==> config.mk <==
export PLATFORM = sky130hd
export DESIGN_NAME = uart_transmitter_fifo
export DESIGN_NICKNAME = d
export VERILOG_FILES = /design/src/rtl/uart_transmitter_fifo.sv
export SDC_FILE = /design/constraint.sdc
export NUM_CORES = 1
export LEC_CHECK = 0
export CAP_MARGIN = 20
export CORE_UTILIZATION = 35
export CTS_BUF_LIST = sky130_fd_sc_hd__clkbuf_2 sky130_fd_sc_hd__clkbuf_4 sky130_fd_sc_hd__clkbuf_8
export CTS_CLUSTER_DIAMETER = 50
export DETAILED_ROUTE_END_ITERATION = 6
export PLACE_DENSITY = 0.63
export SLEW_MARGIN = 30
export SYNTH_ARGS = -nofsm -noshare
export SYNTH_HDL_FRONTEND = slang
export SYNTH_SLANG_ARGS = --single-unit
==> constraint.sdc <==
create_clock -name clk -period 3.9 [get_ports clk]
set_input_delay 0.39 -clock clk [delete_from_list [all_inputs] [get_ports clk]]
set_output_delay 0.39 -clock clk [all_outputs]
set_load 0.01 [all_outputs]
==> src/rtl/uart_transmitter_fifo.sv <==
// UART transmitter with a small byte FIFO in front of it.
// Frame: start(0), 8 data bits LSB first, even parity, stop(1), then an
// optional idle gap of IDLE_GAP bit-times before the next start bit.
module uart_transmitter_fifo #(
  parameter int DEPTH        = 4,
  parameter int CLKS_PER_BIT = 1,
  parameter int IDLE_GAP     = 2
) (
  input  logic                           clk,
  input  logic                           rst_n,
  input  logic [7:0]                     data,
  input  logic                           send,
  output logic                           tx,
  output logic                           full,
  output logic [$clog2(DEPTH+1)-1:0]     count,
  output logic                           busy,
  output logic                           overflow
);

  localparam int CW       = $clog2(DEPTH+1);
  localparam int AW       = $clog2(DEPTH);
  localparam int BW       = (CLKS_PER_BIT > 1) ? $clog2(CLKS_PER_BIT) : 1;
  localparam int GAP_CLKS = IDLE_GAP * CLKS_PER_BIT;
  localparam int GW       = (GAP_CLKS > 1) ? $clog2(GAP_CLKS) : 1;

  typedef enum logic [2:0] {IDLE, START, DATA, PARITY, STOP, GAP} state_t;

  logic [7:0]    mem [DEPTH];
  logic [AW-1:0] rd_ptr, wr_ptr;
  logic [CW-1:0] cnt_nxt;
  logic          push, pop, bit_end, gap_end;

  state_t        state;
  logic [BW-1:0] clk_cnt;
  logic [2:0]    bit_idx;
  logic [GW-1:0] gap_cnt;
  logic [7:0]    shift;
  logic          par;

  assign bit_end = (clk_cnt == BW'(CLKS_PER_BIT - 1));
  // Never evaluated true when IDLE_GAP==0: the GAP state is unreachable then.
  assign gap_end = (gap_cnt == GW'(GAP_CLKS - 1));
  assign push    = send && !full;
  // Pop happens exactly on the edges where the FSM starts a new frame.
  assign pop     = (count != '0) &&
                   ((state == IDLE) ||
                    (state == STOP && bit_end && IDLE_GAP == 0) ||
                    (state == GAP && gap_end));
  assign busy    = (state != IDLE);

  // Next occupancy; simultaneous push and pop cancel out.
  always_comb begin
    cnt_nxt = count;
    if (push && !pop)      cnt_nxt = count + 1'b1;
    else if (!push && pop) cnt_nxt = count - 1'b1;
  end

  // FIFO storage, no reset needed on the data array.
  always_ff @(posedge clk) begin
    if (push) mem[wr_ptr] <= data;
  end

  // FIFO pointers, occupancy, registered full and sticky overflow.
  always_ff @(posedge clk or negedge rst_n) begin
    if (!rst_n) begin
      rd_ptr   <= '0;
      wr_ptr   <= '0;
      count    <= '0;
      full     <= 1'b0;
      overflow <= 1'b0;
    end else begin
      if (push) wr_ptr <= wr_ptr + 1'b1;
      if (pop)  rd_ptr <= rd_ptr + 1'b1;
      count    <= cnt_nxt;
      full     <= (cnt_nxt == CW'(DEPTH));
      overflow <= overflow | (send & full);
    end
  end

  // Frame sequencer; tx is registered and set for the state being entered.
  always_ff @(posedge clk or negedge rst_n) begin
    if (!rst_n) begin
      state   <= IDLE;
      tx      <= 1'b1;
      clk_cnt <= '0;
      bit_idx <= '0;
      gap_cnt <= '0;
      shift   <= '0;
      par     <= 1'b0;
    end else if (pop) begin
      shift   <= mem[rd_ptr];
      par     <= ^mem[rd_ptr];
      tx      <= 1'b0;
      clk_cnt <= '0;
      state   <= START;
    end else begin
      case (state)
        IDLE: tx <= 1'b1;
        START: begin
          if (bit_end) begin
            clk_cnt <= '0;
            bit_idx <= '0;
            tx      <= shift[0];
            state   <= DATA;
          end else clk_cnt <= clk_cnt + 1'b1;
        end
        DATA: begin
          if (bit_end) begin
            clk_cnt <= '0;
            if (bit_idx == 3'd7) begin
              tx    <= par;
              state <= PARITY;
            end else begin
              bit_idx <= bit_idx + 3'd1;
              tx      <= shift[bit_idx + 3'd1];
            end
          end else clk_cnt <= clk_cnt + 1'b1;
        end
        PARITY: begin
          if (bit_end) begin
            clk_cnt <= '0;
            tx      <= 1'b1;
            state   <= STOP;
          end else clk_cnt <= clk_cnt + 1'b1;
        end
        STOP: begin
          if (bit_end) begin
            clk_cnt <= '0;
            tx      <= 1'b1;
            gap_cnt <= '0;
            state   <= (IDLE_GAP > 0) ? GAP : IDLE;
          end else clk_cnt <= clk_cnt + 1'b1;
        end
        GAP: begin
          tx <= 1'b1;
          if (gap_end) state <= IDLE;
          else         gap_cnt <= gap_cnt + 1'b1;
        end
        default: begin
          tx    <= 1'b1;
          state <= IDLE;
        end
      endcase
    end
  end

endmodule

==> qor.txt <==
Layout cells sized above 1 = 0.195
Via count = 1354
Seq/Total Area, Yosys = 0.628
Total wire length = 3.95 mm
Maximum VDD drop = 0.288 mV
Non-filler cells, final = 291
Slowest stage delay, CP = 650 ps
Placeable Area = 6940 um2
Iter 0 DRT Violations = 59
CTS Root Cell = clkbuf_8
Sw frac = 0.328
DRC = 0
NetSw = 0.836 mW
Max Cap Viol = 0
R2R Path Start = count[1]
Setup_tns = 0 ps
Comb pwr share = 0.389
Met1 global-route usage = 0.159
Worst setup EP type = flip-flop
Arr. time, crit path = 2530 ps
Data required time at the worst endpoint = 4180 ps
Die Wd = 87.6 um
Hold Buf Count CTS = 0
Layer carrying the most global-route usage = met2
Final setup viols = 0
EDFF count, synth = 32
CP max stage cell = a2111o_1
Ports = 18
Max Root-Sink Buffers = 2
Layout Nets = 210
CTS tree = done
Layout area overhead = 17.2%
Die H = 87.6 um
Int Pwr = 1.71 mW
Max_slew headroom = 0.543
Fmax = 444 MHz
Critical Path Start Type = flip-flop
CTS clk-pin slew, worst paths = 60 ps
Mapped Area = 2570 um2
Fin crit share = 0.578
Ys Warns = 0
Clk_skew = 4.86 ps
Worst setup startpoint = count[1]
Initial antenna violation count = 0
Post_cts resized = 0
CTS H-tree depth = 3
GRT Util Overall = 0.124
Crit path cell chain = inv_1 > ha_1 > ha_1 > a2111o_1 > maj3_1 > nand2_1 > o211a_1
Row Count = 30
Final Slew Violations = 0
DR WL/cell = 13.6 um
Synth unique cells = 36
M3 GR Usage = 0.0537
Final ANT Viol Nets = 0
TritonCTS Buffers = 9
Net count after synthesis = 188
Hold Slack = 434 ps
Cells after DPL = 275
Clock Power Share = 0.205
Critical Path Most Common Cell = ha_1
Post-synth ARST share = 0.448
Synth Instances = 168
DR pass1 iterations = 4
Worst-Skew Late Latency = 340 ps
Port bufs = 17
# diodes = 0
Final Power = 2.55 mW
WP buf/inv = 1
GRT overflow = 0
Largest net degree at the start of global routing = 27
Postcts setup bufs = 0
Run status = completed
Hold Vio Cnt, Final = 0
Vias in the first global route = 1327
Leak = 1.13 nW
Crit path kind = flip-flop to flip-flop
DPL Wire Length = 2.71 mm
Die ar. = 7680 um2
Unrepaired setup endpoints after global routing = no
Critical path fanouts, max = 19
Tightest Pin Transition = 686 ps
CP top delay family = adder cells
Drt via density = 4.65
Met2 Resource Use GR = 0.178
Post-Place Setup Slack = 1630 ps
Reg power frac = 0.406
Initial Utilization = 0.370
Hold WC Path Type = input port to async pin
Syn avg cell area = 15.3 um2
Clock sinks = 58
First-pass GRT wire length = 6.81 mm
Routability Congestion = 0.679
Tmin final = 2250 ps
Synthesis-stage register bit count = 58
Fillcell total = 634
Main synth FF type = edfxtp_1
PD cells = 848 nW/um2
Final worst slack = 1650 ps
## metrics by stage
step            util  instance area (um2)
3_5_place_dp   0.406                 2820
2_1_floorplan      -                 2570
6_report       0.433                 3010
3_3_place_gp   0.406                 2820
4_1_cts        0.433                 3010
5_1_grt        0.433                 3010
## power by group through the flow
stage | clock (mW) | sequential, mW | combinational (mW)
global placement | 0 | 1.05 | 0.995
floorplan | 0 | 0.956 | 0.887
finish | 0.522 | 1.04 | 0.992
CTS | 0.539 | 1.04 | 1.01
detailed placement | 0 | 1.05 | 1.01
global route | 0.573 | 1.08 | 1.11
## layout make-up
type / instances / area [um2] / area share
well taps: 96 / 120 / 0.0399
clock inverters: 6 / 57.6 / 0.0191
clock buffers: 10 / 131 / 0.0437
repair buffers: 19 / 185 / 0.0616
multi-input cells: 95 / 875 / 0.291
inverters: 7 / 26.3 / 0.00874
flip-flops and latches: 58 / 1610 / 0.536
## final timing paths
check	endpoint	slack (ps)	depth (start not counted)
min reg2reg	overflow	460	1
max reg2reg	full	1650	7
max in group asynchronous	tx	3170	2
min	bit_idx[0]	430	2
min in group clk	overflow	460	1
max	full	1650	7
## synth_stat cells, types with 2 or more instances
library cell / instances / share of area
clkbuf_1: 4 / 0.0058
inv_1: 7 / 0.010
a211oi_1: 2 / 0.0058
a22oi_1: 2 / 0.0058
nor2b_1: 2 / 0.0049
mux2i_1: 2 / 0.0078
a21oi_1: 3 / 0.0058
nor2_1: 4 / 0.0058
edfxtp_1: 32 / 0.37
o21ai_0: 7 / 0.014
nand2b_1: 2 / 0.0049
nand2_1: 13 / 0.019
mux2_2: 9 / 0.039
dfrtp_1: 25 / 0.24
ha_1: 9 / 0.044
and2_1: 4 / 0.0097
xnor2_1: 13 / 0.044
mux4_2: 10 / 0.088
## state kept, by name, indices dropped and copies added, names as in the netlist
signal and count:
full 1, count 3, rd_ptr 2, bit_idx 3
shift 8, wr_ptr 2, state 3, gap_cnt 1
tx 1, overflow 1, mem 32, par 1
## per-layer routing
| metal | routed length, um | vias to the layer above |
|---|---|---|
| li1 | - | 662 |
| met1 | 1880 | 664 |
| met2 | 1840 | 22 |
| met3 | 168 | 6 |
| met4 | 59 | 0 |
| met5 | 0 | - |
## cells by family (layout without fill, tap and decap cells)
| kind of cell | count (synthesis) | after routing | share of synthesized area |
|---|---|---|---|
| XOR/XNOR | 14 | 14 | 0.0478 |
| buffers and inverters | 15 | 42 | 0.0307 |
| AO/OA/AOI/OAI | 20 | 20 | 0.0517 |
| adder cells (fa/ha/maj) | 11 | 11 | 0.0522 |
| flip-flops | 58 | 58 | 0.628 |
| multiplexers | 21 | 21 | 0.135 |
| AND/OR/NAND/NOR | 29 | 29 | 0.0541 |
## layout by cell type, fill, tap and decap left out, types with 7 or more instances in the layout
cell type,instances
clkbuf_8,9
clkdlybuf4s50_1,17
dfrtp_1,25
edfxtp_1,32
ha_1,9
inv_1,7
mux2_2,9
mux4_2,10
nand2_1,13
o21ai_0,7
xnor2_1,13
No activity file was read; power rests on OpenSTA's default activity.
==> patch: new RTL, same flow settings <==
Re-encode `state_t` (6 states) as one-hot, 6 bits wide.
--- a/src/rtl/uart_transmitter_fifo.sv
+++ b/src/rtl/uart_transmitter_fifo.sv
@@ -25,3 +25,3 @@
 
-  typedef enum logic [2:0] {IDLE, START, DATA, PARITY, STOP, GAP} state_t;
+  typedef enum logic [5:0] {IDLE = 6'b000001, START = 6'b000010, DATA = 6'b000100, PARITY = 6'b001000, STOP = 6'b010000, GAP = 6'b100000} state_t;
 
Formal check against the unedited RTL: no difference found for any inputs over 10 cycles, from zero or initial values and one cycle with rst_n low; not proved beyond that.
==> patch against the original RTL <==
  * Power grew 8.8%
  * Worst setup slack got worse by 240 ps
  * Wire length rose by 18%
  * Core utilization is 1.1 points lower
  * Sequential cell count increased by 3
  * Design area rose by 7.8%
  * Synthesized area is 7.9% higher
  * Final cell count increased by 12%
  * Largest cell class unchanged
==> patch: results (changes against the original RTL) <==
STA
  • Rel. slew slack: 47.1% (was 54.3%)
  • Worst hold slack: 462 ps (was 434 ps)
  • Final clock skew: 6.95 ps (was 4.86 ps)

Drt
  • Vias: 1603 (was 1354)
  • Iteration-0 DRC Markers: 41 (was 59)
  • Vias per Instance: 4.90 (was 4.65)
  • WL per Instance: 14.2 um (was 13.6 um)
  • TritonRoute pass-1 iters: 4 (unchanged)

Synthesis
  • Mapped Nets: 217 (was 188)
  • Post-synth cell types: 45 (was 36)
  • Mapped Avg Cell Area: 14.1 um^2 (was 15.3 um^2)
  • EDFF count, synth: 32 (unchanged)
  • Synth top cells by count: edfxtp_1, dfrtp_1, nand2_1 (was edfxtp_1, dfrtp_1, nand2_1, xnor2_1, mux4_2)
  • Synth Warn #: 0 (unchanged)
  • Sequential share of the synthesized area: 61.0% (was 62.8%)
  • Top post-synthesis cells by area: edfxtp_1, dfrtp_1, mux4_2 (unchanged)
  • Post-synthesis async set-or-reset flop share: 47.5% (was 44.8%)

Critical path
  • CP max-delay cell: or4_1 (was a2111o_1)
  • CP peak stage delay: 550 ps (was 650 ps)
  • Critical Path AT: 2100 ps (was 2530 ps)
  • Worst path top cell family by delay: simple AND/OR/NAND/NOR gates (was adder cells)
  • Max FO, Critical Path: 5 (was 19)
  • Worst reg-to-reg setup slack: 1690 ps (was 1650 ps)

Cells and area
  • Layout cells sized above 1: 17.3% (was 19.5%)
  • # fillers: 714 (was 634)
  • Largest regs: mem: 32 flops, shift: 8 flops, state: 6 flops (was mem: 32 flops, shift: 8 flops)
  • Layout Nets: 240 (was 210)

Global routing
  • Largest net degree at the start of global routing: 18 (was 27)
  • First-pass GRT wire length: 7.84 mm (was 6.81 mm)
  • Total GRT Usage: 12.6% (was 12.4%)
  • Initial antenna violation count: 0 (unchanged)

Pwr
  • Peak supply drop: 0.360 mV (was 0.288 mV)
  • P_leak: 1.22 nW (was 1.13 nW)
  • Net Sw Power: 0.000975 W (was 0.000836 W)

Clock tree
  • Setup Buffers After CTS: 0 (unchanged)
  • Longest Clk Path Bufs: 2 (unchanged)
  • # resized after CTS: 0 (unchanged)
  • Hold_buf cts: 0 (unchanged)
  • Clock transition at path regs: about 70 ps
  • Root Driver: clkbuf_8 (unchanged)
  • H-tree Lvls: 3 (unchanged)
  • Skew-Pair Late Insertion Delay: 340 ps (about the same)
  • CTS buffer count: 9 (unchanged)

Place
  • GP Congestion: 0.749 (was 0.679)
  • Inst Count DP: 311 (was 275)
  • Input/output buffers: 17 (unchanged)
  • Final HPWL DP: 3.19 mm (was 2.71 mm)

Worst hold path
  • Min-delay worst type: reg2reg (was in2async)

Outcome
  • Status: completed (unchanged)
[patch: routing by layer]
metal / GRT usage, % / vias to the layer above / share of wire, %
met5: 0 / - / 0
li1: - / 765 / -
met2: 19.6 / 32 / 48
met4: 4.76 / 0 / 1.2
met3: 4.36 / 6 / 3.9
met1: 16.2 / 800 / 47
[patch: logic make-up (layout without fill, tap and decap cells)]
family,Yosys count,in the layout,synth area share [%]
AO/OA/AOI/OAI,26,26,5.87
XOR/XNOR,13,13,4.11
adder cells (fa/ha/maj),11,11,4.84
buffers and inverters,15,43,2.49
flip-flops,61,61,61.0
multiplexers,23,23,13.0
AND/OR/NAND/NOR,48,48,8.72
[patch: layout make-up]
cell class | count | area share, %
clock inverters | 7 | 2.35
multi-input cells | 121 | 31.2
clock buffers | 9 | 3.82
flip-flops and latches | 61 | 52.1
inverters | 8 | 0.926
repair buffers | 19 | 5.71
well taps | 102 | 3.94
[patch: worst paths after layout]
path	to	startpoint	cells after the start
max reg2reg	full	count[0]	8
max	busy	state[3]	3
min reg2reg	overflow	overflow	1
max in group asynchronous	par	rst_n	2
min	overflow	overflow	1
min in group asynchronous	shift[5]	rst_n	1
[patch: through the flow]
stage	power (W)	instance area, um^2	setup WS, ps
floorplan	0.00198	2770	1850
global placement	0.00222	3040	1740
detailed placement	0.00225	3040	1680
CTS	0.00282	3240	1390
global route	0.00298	3240	1340
finish	0.00277	3240	1410
[patch: power groups by stage]
stage | Sequential (W) | Clock, W | Combinational (W)
finish | 0.00107 | 0.000560 | 0.00115
global route | 0.00110 | 0.000603 | 0.00128
CTS | 0.00107 | 0.000576 | 0.00117
detailed placement | 0.00108 | 0 | 0.00117
global placement | 0.00107 | 0 | 0.00115
floorplan | 0.000997 | 0 | 0.000983
